[config.mk]
export PLATFORM = sky130hd
export DESIGN_NAME = reg_move_sequencer_flat
export DESIGN_NICKNAME = d
export VERILOG_FILES = /design/src/rtl/reg_move_sequencer_if.sv /design/src/rtl/reg_move_sequencer.sv /design/src/flat_wrapper.sv
export SDC_FILE = /design/constraint.sdc
export NUM_CORES = 1
export LEC_CHECK = 0
export CAP_MARGIN = 10
export CORE_MARGIN = 2
export CORE_UTILIZATION = 35
export CTS_CLUSTER_DIAMETER = 200
export DETAILED_ROUTE_END_ITERATION = 7
export GPL_ROUTABILITY_DRIVEN = 0
export GPL_TIMING_DRIVEN = 0
export PLACE_DENSITY = 0.6
export SLEW_MARGIN = 30
export SYNTH_ARGS = -nofsm -noshare
export SYNTH_HDL_FRONTEND = slang
export SYNTH_SLANG_ARGS = --single-unit
export TNS_END_PERCENT = 50
[constraint.sdc]
create_clock -name clock -period 2.4 [get_ports clock]
set_input_delay 0.6 -clock clock [delete_from_list [all_inputs] [get_ports clock]]
set_output_delay 0.6 -clock clock [all_outputs]
set_load 0.01 [all_outputs]
[src/rtl/reg_move_sequencer_if.sv]
// Request and strobe bundle shared by the move sequencer and whoever feeds it.
// The requester side owns the request fields; the sequencer owns the ready
// flag, the register strobes and the status outputs.
interface reg_move_sequencer_if #(
    parameter int NUM_REGS  = 8,
    parameter int IDX_WIDTH = 3
);
    logic                 req_valid;
    logic [IDX_WIDTH-1:0] req_src;
    logic [IDX_WIDTH-1:0] req_dst;
    logic                 req_ready;
    logic [NUM_REGS-1:0]  OE;
    logic [NUM_REGS-1:0]  notLoad;
    logic                 move_done;
    logic                 busy;

    modport master (
        output req_valid, req_src, req_dst,
        input  req_ready, OE, notLoad, move_done, busy
    );

    modport slave (
        input  req_valid, req_src, req_dst,
        output req_ready, OE, notLoad, move_done, busy
    );
endinterface

[src/rtl/reg_move_sequencer.sv]
// Register-to-register move sequencer. Queued {src,dst} requests are replayed
// onto a shared bus as a one-cycle DRIVE (source output enable plus
// destination load strobe) followed by a one-cycle bus-idle SETTLE. This
// guarantees that no two sources ever drive the bus in the same cycle.
module reg_move_sequencer #(
    parameter int NUM_REGS   = 8,
    parameter int IDX_WIDTH  = 3,
    parameter int FIFO_DEPTH = 4
) (
    input logic            clock,
    input logic            reset,
    reg_move_sequencer_if.slave bus
);

    localparam int PTR_W = (FIFO_DEPTH > 1) ? $clog2(FIFO_DEPTH) : 1;
    localparam int CNT_W = $clog2(FIFO_DEPTH + 1);

    typedef enum logic [1:0] {
        IDLE   = 2'd0,
        DRIVE  = 2'd1,
        SETTLE = 2'd2
    } state_t;

    state_t                   state;
    logic [2*IDX_WIDTH-1:0]   fifo_mem [FIFO_DEPTH];
    logic [PTR_W-1:0]         wr_ptr;
    logic [PTR_W-1:0]         rd_ptr;
    logic [CNT_W-1:0]         count;

    logic                     push;
    logic                     pop;
    logic [2*IDX_WIDTH-1:0]   head_entry;
    logic [IDX_WIDTH-1:0]     head_src;
    logic [IDX_WIDTH-1:0]     head_dst;
    logic [NUM_REGS-1:0]      head_oe;
    logic [NUM_REGS-1:0]      head_load;
    logic                     head_valid;

    // One-hot decode restricted to existing registers; an index beyond the
    // last register decodes to all zeros.
    function automatic logic [NUM_REGS-1:0] decode(input logic [IDX_WIDTH-1:0] idx);
        logic [NUM_REGS-1:0] onehot;
        onehot = '0;
        for (int i = 0; i < NUM_REGS; i++) begin
            onehot[i] = (idx == IDX_WIDTH'(i));
        end
        return onehot;
    endfunction

    // Pointer advance with explicit wrap so any depth keeps pointers in range.
    function automatic logic [PTR_W-1:0] next_ptr(input logic [PTR_W-1:0] ptr);
        return (ptr == PTR_W'(FIFO_DEPTH - 1)) ? '0 : ptr + 1'b1;
    endfunction

    assign bus.req_ready = (count < CNT_W'(FIFO_DEPTH));
    assign bus.busy      = (state != IDLE) || (count != '0);

    assign push       = bus.req_valid && bus.req_ready;
    assign pop        = (state != DRIVE) && (count != '0);
    assign head_entry = fifo_mem[rd_ptr];
    assign head_src   = head_entry[2*IDX_WIDTH-1:IDX_WIDTH];
    assign head_dst   = head_entry[IDX_WIDTH-1:0];
    assign head_oe    = decode(head_src);
    assign head_load  = decode(head_dst);
    // A move touching a non-existent register becomes a timing-only no-op.
    assign head_valid = (|head_oe) && (|head_load);

    // Request storage; contents need no reset because occupancy gates reads.
    always_ff @(posedge clock) begin
        if (push) begin
            fifo_mem[wr_ptr] <= {bus.req_src, bus.req_dst};
        end
    end

    // Queue bookkeeping, move FSM and registered bus strobes.
    always_ff @(posedge clock or posedge reset) begin
        if (reset) begin
            state         <= IDLE;
            wr_ptr        <= '0;
            rd_ptr        <= '0;
            count         <= '0;
            bus.OE        <= '0;
            bus.notLoad   <= '1;
            bus.move_done <= 1'b0;
        end else begin
            if (push) begin
                wr_ptr <= next_ptr(wr_ptr);
            end
            if (pop) begin
                rd_ptr <= next_ptr(rd_ptr);
            end
            if (push && !pop) begin
                count <= count + 1'b1;
            end else if (pop && !push) begin
                count <= count - 1'b1;
            end

            bus.OE        <= '0;
            bus.notLoad   <= '1;
            bus.move_done <= 1'b0;

            case (state)
                IDLE, SETTLE: begin
                    if (pop) begin
                        state <= DRIVE;
                        if (head_valid) begin
                            bus.OE      <= head_oe;
                            bus.notLoad <= ~head_load;
                        end
                    end else begin
                        state <= IDLE;
                    end
                end
                DRIVE: begin
                    state         <= SETTLE;
                    bus.move_done <= 1'b1;
                end
                default: begin
                    state <= IDLE;
                end
            endcase
        end
    end

endmodule

[src/flat_wrapper.sv]
// flat-port wrapper written by rule: the top's interface ports become plain ports
module reg_move_sequencer_flat 
#(
    parameter int NUM_REGS   = 8,
    parameter int IDX_WIDTH  = 3,
    parameter int FIFO_DEPTH = 4
)
  (clock, reset, bus_req_valid, bus_req_src, bus_req_dst, bus_req_ready, bus_OE, bus_notLoad, bus_move_done, bus_busy);
  reg_move_sequencer_if #(.NUM_REGS(NUM_REGS), .IDX_WIDTH(IDX_WIDTH)) bus_i ();
  input logic clock;
  input logic reset;
  input wire logic [$bits(bus_i.req_valid)-1:0] bus_req_valid;
  input wire logic [$bits(bus_i.req_src)-1:0] bus_req_src;
  input wire logic [$bits(bus_i.req_dst)-1:0] bus_req_dst;
  output wire logic [$bits(bus_i.req_ready)-1:0] bus_req_ready;
  output wire logic [$bits(bus_i.OE)-1:0] bus_OE;
  output wire logic [$bits(bus_i.notLoad)-1:0] bus_notLoad;
  output wire logic [$bits(bus_i.move_done)-1:0] bus_move_done;
  output wire logic [$bits(bus_i.busy)-1:0] bus_busy;
  assign bus_i.req_valid = bus_req_valid;
  assign bus_i.req_src = bus_req_src;
  assign bus_i.req_dst = bus_req_dst;
  assign bus_req_ready = bus_i.req_ready;
  assign bus_OE = bus_i.OE;
  assign bus_notLoad = bus_i.notLoad;
  assign bus_move_done = bus_i.move_done;
  assign bus_busy = bus_i.busy;
  reg_move_sequencer #(.NUM_REGS(NUM_REGS), .IDX_WIDTH(IDX_WIDTH), .FIFO_DEPTH(FIFO_DEPTH)) u_core (.clock(clock), .reset(reset), .bus(bus_i));
endmodule
* Word-level counts from Yosys, hierarchy flattened
Memories as Yosys holds them, arrays and structs flattened. Cells that the tools add are included.
Word-level totals: bits in registers 26, RAM bits 24, output and inout bits 19, word-level logic and storage cells 65, memories kept 1
Memories:
- u_core.fifo_mem | words 4, bits a word 6, rd ports 1, clocked after Yosys merged registers in 0, write ports 1, RTL line reg_move_sequencer.sv:25 | logic [2*IDX_WIDTH-1:0] fifo_mem [FIFO_DEPTH];
Cells by class: add/subtract/negate cells 4, magnitude comparators 1, equal/unequal tests 19, mux-type cells 15, bitwise gates (word level) 1, reduce and logical (&&, ||, !) cells 17
Operator list (count):
- 8-bit two-way mux | 6
- 3-bit == test, second input constant | 8
- 8-bit OR reduction | 2
- 3-bit by 2-bit == test with 1-bit output, second input constant | 4
- 8-bit inverter | 1
- 2-bit == test, second input constant | 3
- 3-bit by 1-bit == test with 1-bit output, second input constant | 2
- 3-bit zero test | 2
- 3-bit two-way mux | 2
- 1-bit logical AND | 5
- 2-bit by 1-bit adder with 2-bit output, second input constant | 2
- 1-bit two-way mux | 4
- 2-bit two-way mux | 2
- 2-bit one-hot mux with 2 select lines | 1
- 2-bit nonzero test | 2
- 3-bit by 1-bit adder with 3-bit output, second input constant | 1
- 3-bit < comparator, second input constant | 1
- 3-bit nonzero test | 1
- 3-bit by 1-bit subtractor with 3-bit output, second input constant | 1
- 2-bit by 1-bit == test with 1-bit output, second input constant | 1
- 1-bit zero test | 2
- 2-bit zero test | 1
- 2-bit by 1-bit inequality test with 1-bit output, second input constant | 1
- 2-bit OR reduction | 1
- 1-bit logical OR | 1

* Longest topological paths before layout
Gate-level depths: netlist (run 1). An unclocked memory read counts as a cell.
word-level depth 7, depth in mapped cells 9, mapped depth without buffers 9

* Worst setup path before layout (run 1)
Ideal clock, no wire load.
path kind flip-flop to flip-flop, start point register u_core.count[1], end point register u_core.count[2], setup time 0.080 ns, arrival 1.898 ns, data required time 2.320 ns, slack 0.422 ns, stages on the path, launching flop included 10, path buffers 0, clock period less this slack 1.978 ns, cell sequence dfrtp_1 nor3_1 nor2_1 inv_1 ha_1 inv_1 fa_1 xor2_1 nor2_1 xnor2_1
On the way: longest elaborated chain between the ends 5, elaborated cells between the ends (all ways) 13
Ends and longest elaborated chain:
- start, declared | RTL line reg_move_sequencer.sv:28 | logic [CNT_W-1:0] count;
- start signal, assigned | RTL line reg_move_sequencer.sv:93 | count <= count + 1'b1;
- start signal, assigned | RTL line reg_move_sequencer.sv:95 | count <= count - 1'b1;
- 3-bit < comparator or 3-bit nonzero test (tied branches) | RTL line reg_move_sequencer.sv:55, reg_move_sequencer.sv:59
- 1-bit logical AND, on equally long branches | RTL line reg_move_sequencer.sv:58, reg_move_sequencer.sv:59
- 1-bit zero test, on equally long branches | RTL line reg_move_sequencer.sv:94, reg_move_sequencer.sv:92
- 1-bit logical AND, on equally long branches | RTL line reg_move_sequencer.sv:94, reg_move_sequencer.sv:92
- 2-bit nonzero test (no source line) or 3-bit two-way mux (tied branches)
Parallel ways exist; a longest one is shown, timed or not. The select of a mux whose other input is x is not followed. A chain may end at the register's enable or synchronous reset.

* Worst setup path after layout (run 1)
start point register u_core.count[2], end point output bus_busy
On the way: longest elaborated chain between the ends 2
Ends and longest elaborated chain:
- 3-bit nonzero test | RTL line reg_move_sequencer.sv:56 | assign bus.busy = (state != IDLE) || (count != '0);
- 1-bit logical OR | RTL line reg_move_sequencer.sv:56
- end, declared | RTL line flat_wrapper.sv:19 | output wire logic [$bits(bus_i.busy)-1:0] bus_busy;
Every way passes these cells.

==> results of run 1 <==
## worst max-delay path by stage
| stage | from | to | slack, ns | depth (start not counted) |
|---|---|---|---|---|
| final | u_core.count[2] | bus_busy | 0.06 | 3 |
| after global routing | u_core.count[2] | bus_busy | -0.0008 | 3 |
| after CTS | u_core.count[2] | bus_busy | 0.04 | 3 |
| after detailed placement | bus_req_valid | u_core.count[2] | -0.21 | 9 |
| after global placement | bus_req_valid | u_core.count[2] | -0.16 | 9 |
| after floorplan | u_core.count[1] | u_core.count[2] | 0.42 | 9 |
## cells in the mapped netlist
library cell	count	share of area [%]
nor2b_1	4	1.3
mux4_1	3	4.1
or3_4	1	0.58
fa_1	1	1.0
clkbuf_1	2	0.39
buf_6	1	0.58
nor2_2	1	0.32
dfstp_2	8	11
inv_1	6	1.2
nand2b_1	2	0.65
or2_1	1	0.32
and2_1	5	1.6
nor3b_1	1	0.39
nor2_1	13	2.5
or3_1	2	0.65
ha_1	6	3.9
o21ai_0	2	0.52
mux2_2	3	1.8
nand2_1	11	2.1
mux4_2	3	3.5
xnor2_1	2	0.91
xor2_1	1	0.45
edfxtp_1	24	37
nand3b_1	1	0.39
nor3_1	2	0.52
dfrtp_1	17	22
## layout make-up
class                   count  area [sq um]  share of cell area, %
repair buffers             27         269.0                  11.14
multi-input cells          65         541.8                  22.44
plain buffers               3         20.02                 0.8290
clock buffers               7         107.6                  4.456
clock inverters             1         7.507                 0.3109
inverters                   6         22.52                 0.9326
flip-flops and latches     49          1356                  56.17
well taps                  72         90.09                  3.731
## per-layer routing
metal / part of all wire (%) / track usage [%]
met1: 44 / 12.56
met3: 4.4 / 3.103
met5: 0 / 0
met2: 51 / 18.19
met4: 1.3 / 4.737
## state kept, by name (all words and copies together) (netlist names)
| register | cells |
|---|---|
| u_core.bus.notLoad | 8 |
| u_core.fifo_mem | 24 |
| u_core.bus.OE | 8 |
| u_core.bus.move_done | 1 |
| u_core.rd_ptr | 2 |
| u_core.count | 3 |
| u_core.state | 1 |
| u_core.wr_ptr | 2 |
## what timing repair did
item	CTS	global route
setup endpoints to repair	1	1
buffers inserted	0	0
hold endpoints to repair	0	0
gates resized for setup	1	4
## critical path, stage by stage, from the launching register on
cell	delay [ns]
dfrtp_1	0.43
or3_4	0.41
or3_1	0.32
dlygate4sd2_1	0.29
## per-stage QoR
stage          std cells  instance area, sq um  setup WS [ns]  total power [mW]  utilization, %
2_1_floorplan        123                  1929         0.4220             1.952               -
3_3_place_gp         222                  2290        -0.1611             2.287           42.36
5_1_grt              230                  2415     -0.0008447             3.070           44.68
3_5_place_dp         222                  2290        -0.2125             2.335           42.36
4_1_cts              230                  2404        0.04216             2.895           44.47
6_report             230                  2415        0.05915             2.864           44.68
## power by group through the flow
stage          combinational [mW]  sequential [mW]  clock (mW)
2_1_floorplan               0.669             1.28           0
3_3_place_gp                 1.05             1.24           0
3_5_place_dp                 1.08             1.26           0
4_1_cts                      1.08             1.24       0.576
5_1_grt                      1.19             1.27       0.608
6_report                     1.07             1.24       0.555
## cell families (layout without fill, tap and decap cells)
kind of cell | Yosys count | in the layout | synth area share, %
flops | 49 | 49 | 70.30
compound gates | 2 | 2 | 0.5188
simple gates | 44 | 44 | 11.41
mux | 9 | 9 | 9.338
fa+ha+maj | 7 | 7 | 4.929
buf+inv | 9 | 44 | 2.140
xor+xnor | 3 | 3 | 1.362
==> results.yml, run 1 <==
setup_path:
  r2r_cells: 9
  cp_data_required_time_ns: 1.80
  worst-r2r-setup-slack_ns: 0.34
  r2r-start: "u_core.count[2]"
  rr_endpoint: "u_core.count[2]"
  critical_path_class: "reg -> out"
  cp_max_fo: 4
  end_kind: "primary output"
  cp.arrival_ns: 1.74
  critPathLaunchType: "flop"
sta:
  finalClockSkew_ns: 0.006064
  worst-slew-pin-transition_ns: 0.5040
  hold_ws_ns: 0.4629
  tns_ns: 0
  setup_viol: 0
  hold_violations: 0
  max_freq_mhz: 427.2
  slew_headroom_pct: 66.35
  fin_crit_sh_pct: 97.54
  final_max_slew_viol_count: 0
  min_period_ns: 2.341
pwr:
  internal_power_mw: 1.983
  combPwrFrac_pct: 37.3
  seqPwrFrac_pct: 43.3
  clkPwrFrac_pct: 19.4
  powerDensity_mw_per_mm2: 1186
  leakage_nw: 0.9190
  p_sw_share_pct: 30.76
  p_switching_mw: 0.8812
  max-vdd-ir-drop_v: 0.0005083
cts:
  cts_root_buf: "clkbuf_8"
  clk_pin_slew_ns: 0.08
  cts_tree: "built"
  cts_buffer_depth: 2
  cts.htree.levels: 2
  cts_buffers: 5
  clkLatencyLatePin_ns: 0.30
  cts_sinks: 49
  holdBufCountCts: 0
floorplanning:
  start_util_pct: 35.69
  core_sq_mm: 0.005405
  die_x_um: 78.25
  die_h_um: 78.25
  die_area_sq_mm: 0.006122
  pin_count: 28
  num_rows: 27
final_layout:
  synthToLayoutAreaGrowth_pct: 25.16
  final_common_cell: "clkdlybuf4s50_1"
  num-fill-cells: 495
  drive_above_1_share_pct: 18.35
  diodes: 0
  nets: 173
  layout_common_cells: "clkdlybuf4s50_1, edfxtp_1, dfrtp_1"
routing:
  antenna_left: 0
  drt-initial-drc-count: 54
  dr.pass1.iters: 4
  drt-vias-per-instance: 4.452
  num_vias: 1024
  totalWireLength_um: 2898
  route.detailed.drc: 0
  wl_per_cell_um: 12.60
min_path:
  hold_class: "reg -> reg"
  min_from: "u_core.bus.move_done"
  worstHoldEndpoint: "u_core.bus.move_done"
  min_path_cells: 1
global_route:
  grt.overflow.total: 0
  antenna_found_initial: 0
  first_global_vias: 1038
  grt_start_max_net_pins: 26
  grt_pass1_wl_um: 4871
  grt_util_all_layers_pct: 10.68
synth:
  synth_cells: 123
  yosys_warnings: 0
  yosysSeqAreaShare_pct: 70.30
  synth_nets: 139
  avgSynthCellArea_sq_um: 15.69
  synth-seq-cells: 49
  ys_types: 26
  netlist_area_sq_mm: 0.001929
placement:
  dpl.hpwl_um: 2108
  port_buffers: 27
run_status:
  status: "finished clean"
run:
  cap_violations: 0
Note: power is estimated with default switching activity, not from simulation.
==> run 2, diff against run 1 <==
--- a/config.mk
+++ b/config.mk
@@ -5,6 +5,7 @@
 export SDC_FILE = /design/constraint.sdc
 export NUM_CORES = 1
 export LEC_CHECK = 0
+export ABC_AREA = 1
 export CAP_MARGIN = 10
 export CORE_MARGIN = 2
 export CORE_UTILIZATION = 35
==> results.yml, run 2 <==
setup_path:
  cp_top_family: "simple AND/OR/NAND/NOR gates"
  cp_data_required_time_ns: 2.63
  r2r_cells: 9
  slowest_delay_ns: 0.46
  worst_path_max_delay_cell: "clkdlybuf4s50_1"
  cp_max_fo: 6
  startpoint: "bus_req_valid"
  cp.depth: 9
  cp.arrival_ns: 2.44
  r2r-start: "u_core.count[0]"
  path_buf_inv: 3
  crit_chain: "clkdlybuf4s50_1 > inv_1 > nor2_2 > ha_1 > inv_1 > fa_1 > or2_2 > nand2_1 > xor2_1"
  critical_path_class: "in -> reg"
  end_kind: "flop"
  critPathLaunchType: "primary input"
  critPathMostFrequentCell: "inv_1"
cts:
  cts_sinks: 49
  cts_root_buf: "clkbuf_8"
  cts_buffer_depth: 2
  cts_buffers: 5
  clk_pin_slew_ns: 0.09
  clkLatencyLatePin_ns: 0.30
  holdBufCountCts: 0
  cts.htree.levels: 2
  cts_tree: "built"
  cts_setup_buffers: 0
global_route:
  grt.overflow.total: 0
  grt_util_all_layers_pct: 11.72
  grt_start_max_net_pins: 26
  first_global_vias: 1244
  antenna_found_initial: 0
  grt_pass1_wl_um: 5720
synth:
  avgSynthCellArea_sq_um: 10.61
  yosysTopAreaCell: "edfxtp_1"
  synth_nets: 209
  synth_edf_count: 24
  yosysSeqAreaShare_pct: 66.26
  synth_most_common_cell: "nand2_1"
  yosys_warnings: 0
  synth_area_leaders: "edfxtp_1, dfrtp_1, nand2_1, dfstp_2, ha_1"
  ys.flop_type: "edfxtp_1"
  ys_types: 23
  netlist_top_cells_count: "nand2_1, edfxtp_1, nor2_1, dfrtp_1, inv_1"
  synthArstFlopShare_pct: 51.02
  synth_cells: 193
  synth-seq-cells: 49
  synth.top_cell.area_share_pct: 35.21
  netlist_area_sq_mm: 0.002047
run:
  cap_violations: 0
final_layout:
  nets: 243
  regMostFlops: "u_core.fifo_mem"
  layout_common_cells: "nand2_1, clkdlybuf4s50_1, edfxtp_1"
  synthToLayoutAreaGrowth_pct: 24.27
  largest_register_ffs: 24
  top_regs: "u_core.fifo_mem x24, u_core.bus.OE x8, u_core.bus.notLoad x8"
  drive_above_1_share_pct: 13.60
  diodes: 0
  final_common_cell: "nand2_1"
  finalNonFillerCells: 300
sta:
  worst-slew-pin-transition_ns: 0.5570
  rsz0062_at_grt: "no"
  setup_slack_ns: 0.1843
  tns_ns: 0
  hold_violations: 0
  fin_crit_sh_pct: 92.32
  max_freq_mhz: 451.3
  slew_headroom_pct: 62.47
  setup_viol: 0
  min_period_ns: 2.216
  final_max_slew_viol_count: 0
  finalClockSkew_ns: 0.006885
floorplanning:
  num_rows: 27
  die_area_sq_mm: 0.006476
  pin_count: 28
  die_h_um: 80.48
  core_sq_mm: 0.005574
  die_x_um: 80.48
  start_util_pct: 36.72
routing:
  wl_met1_um: 1642
  dr.pass1.iters: 4
  dr_wl_met2_um: 1458
  wl_per_cell_um: 10.97
  drt-vias-per-instance: 4.323
  dr_wl_met3_um: 126
  drt-initial-drc-count: 55
  routed.top_layer: "met4"
  antenna_left: 0
  route.detailed.drc: 0
  num_vias: 1297
  totalWireLength_um: 3292
placement:
  dp.cells: 292
  dpl.hpwl_um: 2491
  pre_cts_ws_ns: -0.2395
  port_buffers: 27
run_status:
  status: "finished clean"
pwr:
  powerDensity_mw_per_mm2: 1260
  leakage_nw: 1.097
  max-vdd-ir-drop_v: 0.0004930
min_path:
  min_path_cells: 1
  hold_class: "reg -> reg"
  min_from: "u_core.state[0]"
-- run 2: stage by stage --
| stage | utilization (%) | hold WS, ns | instance area [sq um] | total power, mW |
|---|---|---|---|---|
| after CTS | 45.59 | 0.4822 | 2541 | 3.234 |
| after detailed placement | 43.19 | 0.4703 | 2407 | 2.558 |
| after global routing | 45.63 | 0.5122 | 2544 | 3.472 |
| final | 45.63 | 0.4771 | 2544 | 3.205 |
| after floorplan | - | 0.4337 | 2047 | 2.131 |
| after global placement | 43.19 | 0.4687 | 2407 | 2.539 |
-- run 2: kinds of logic (layout without fill, tap and decap cells) --
family	after synthesis	after routing	synth area share, %
muxes	1	1	0.5501
buffers and inverters	19	54	4.095
AOI/OAI and AO/OA	8	8	2.139
DFF	49	49	66.26
and+or+nand+nor	107	107	21.46
xor gates and xnor gates	2	2	0.8559
adders and majority gates	7	7	4.645
-- run 2: area by class of cell --
class	count	area (sq um)
clock buffer	5	68.82
multi-input combinational	125	609.3
sequential	49	1356
tap	72	90.09
fill	518	3030
clock inverter	3	65.06
buffer	3	23.77
inverter	16	60.06
timing repair buffer	27	270.3
-- run 2: layer usage --
metal  vias up  global-route usage [%]
li1        681                       -
met1       588                   15.21
met2        22                   18.25
met3         6                   3.708
met4         0                   4.576
met5         -                       0
-- run 2: final timing paths --
| path | end | slack, ns |
|---|---|---|
| worst min-delay path | u_core.state[0] | 0.48 |
| worst max register to register | u_core.count[2] | 0.24 |
| worst max-delay path | u_core.count[2] | 0.18 |
| max in group asynchronous | u_core.bus.notLoad[6] | 1.40 |
| min in group asynchronous | u_core.count[2] | 0.64 |
| worst min register to register | u_core.state[0] | 0.48 |
-- run 2: what timing repair did --
action	CTS	global route
resized for setup	0	1
endpoints found under the hold margin	0	0
setup endpoints to repair	0	1
-- run 2: power by group --
group / internal [mW] / switching (mW)
clock network: 0.414 / 0.263
registers: 1.14 / 0.115
logic: 0.536 / 0.735
total: 2.09 / 1.11
-- run 2: worst reg2reg max path, stage by stage (launching register included) --
cell	delay [ns]
dfrtp_1	0.44
nor2_1	0.14
nand2_1	0.10
o21ai_0	0.23
ha_1	0.23
inv_1	0.06
fa_1	0.38
or2_2	0.30
nand2_1	0.08
xor2_1	0.14
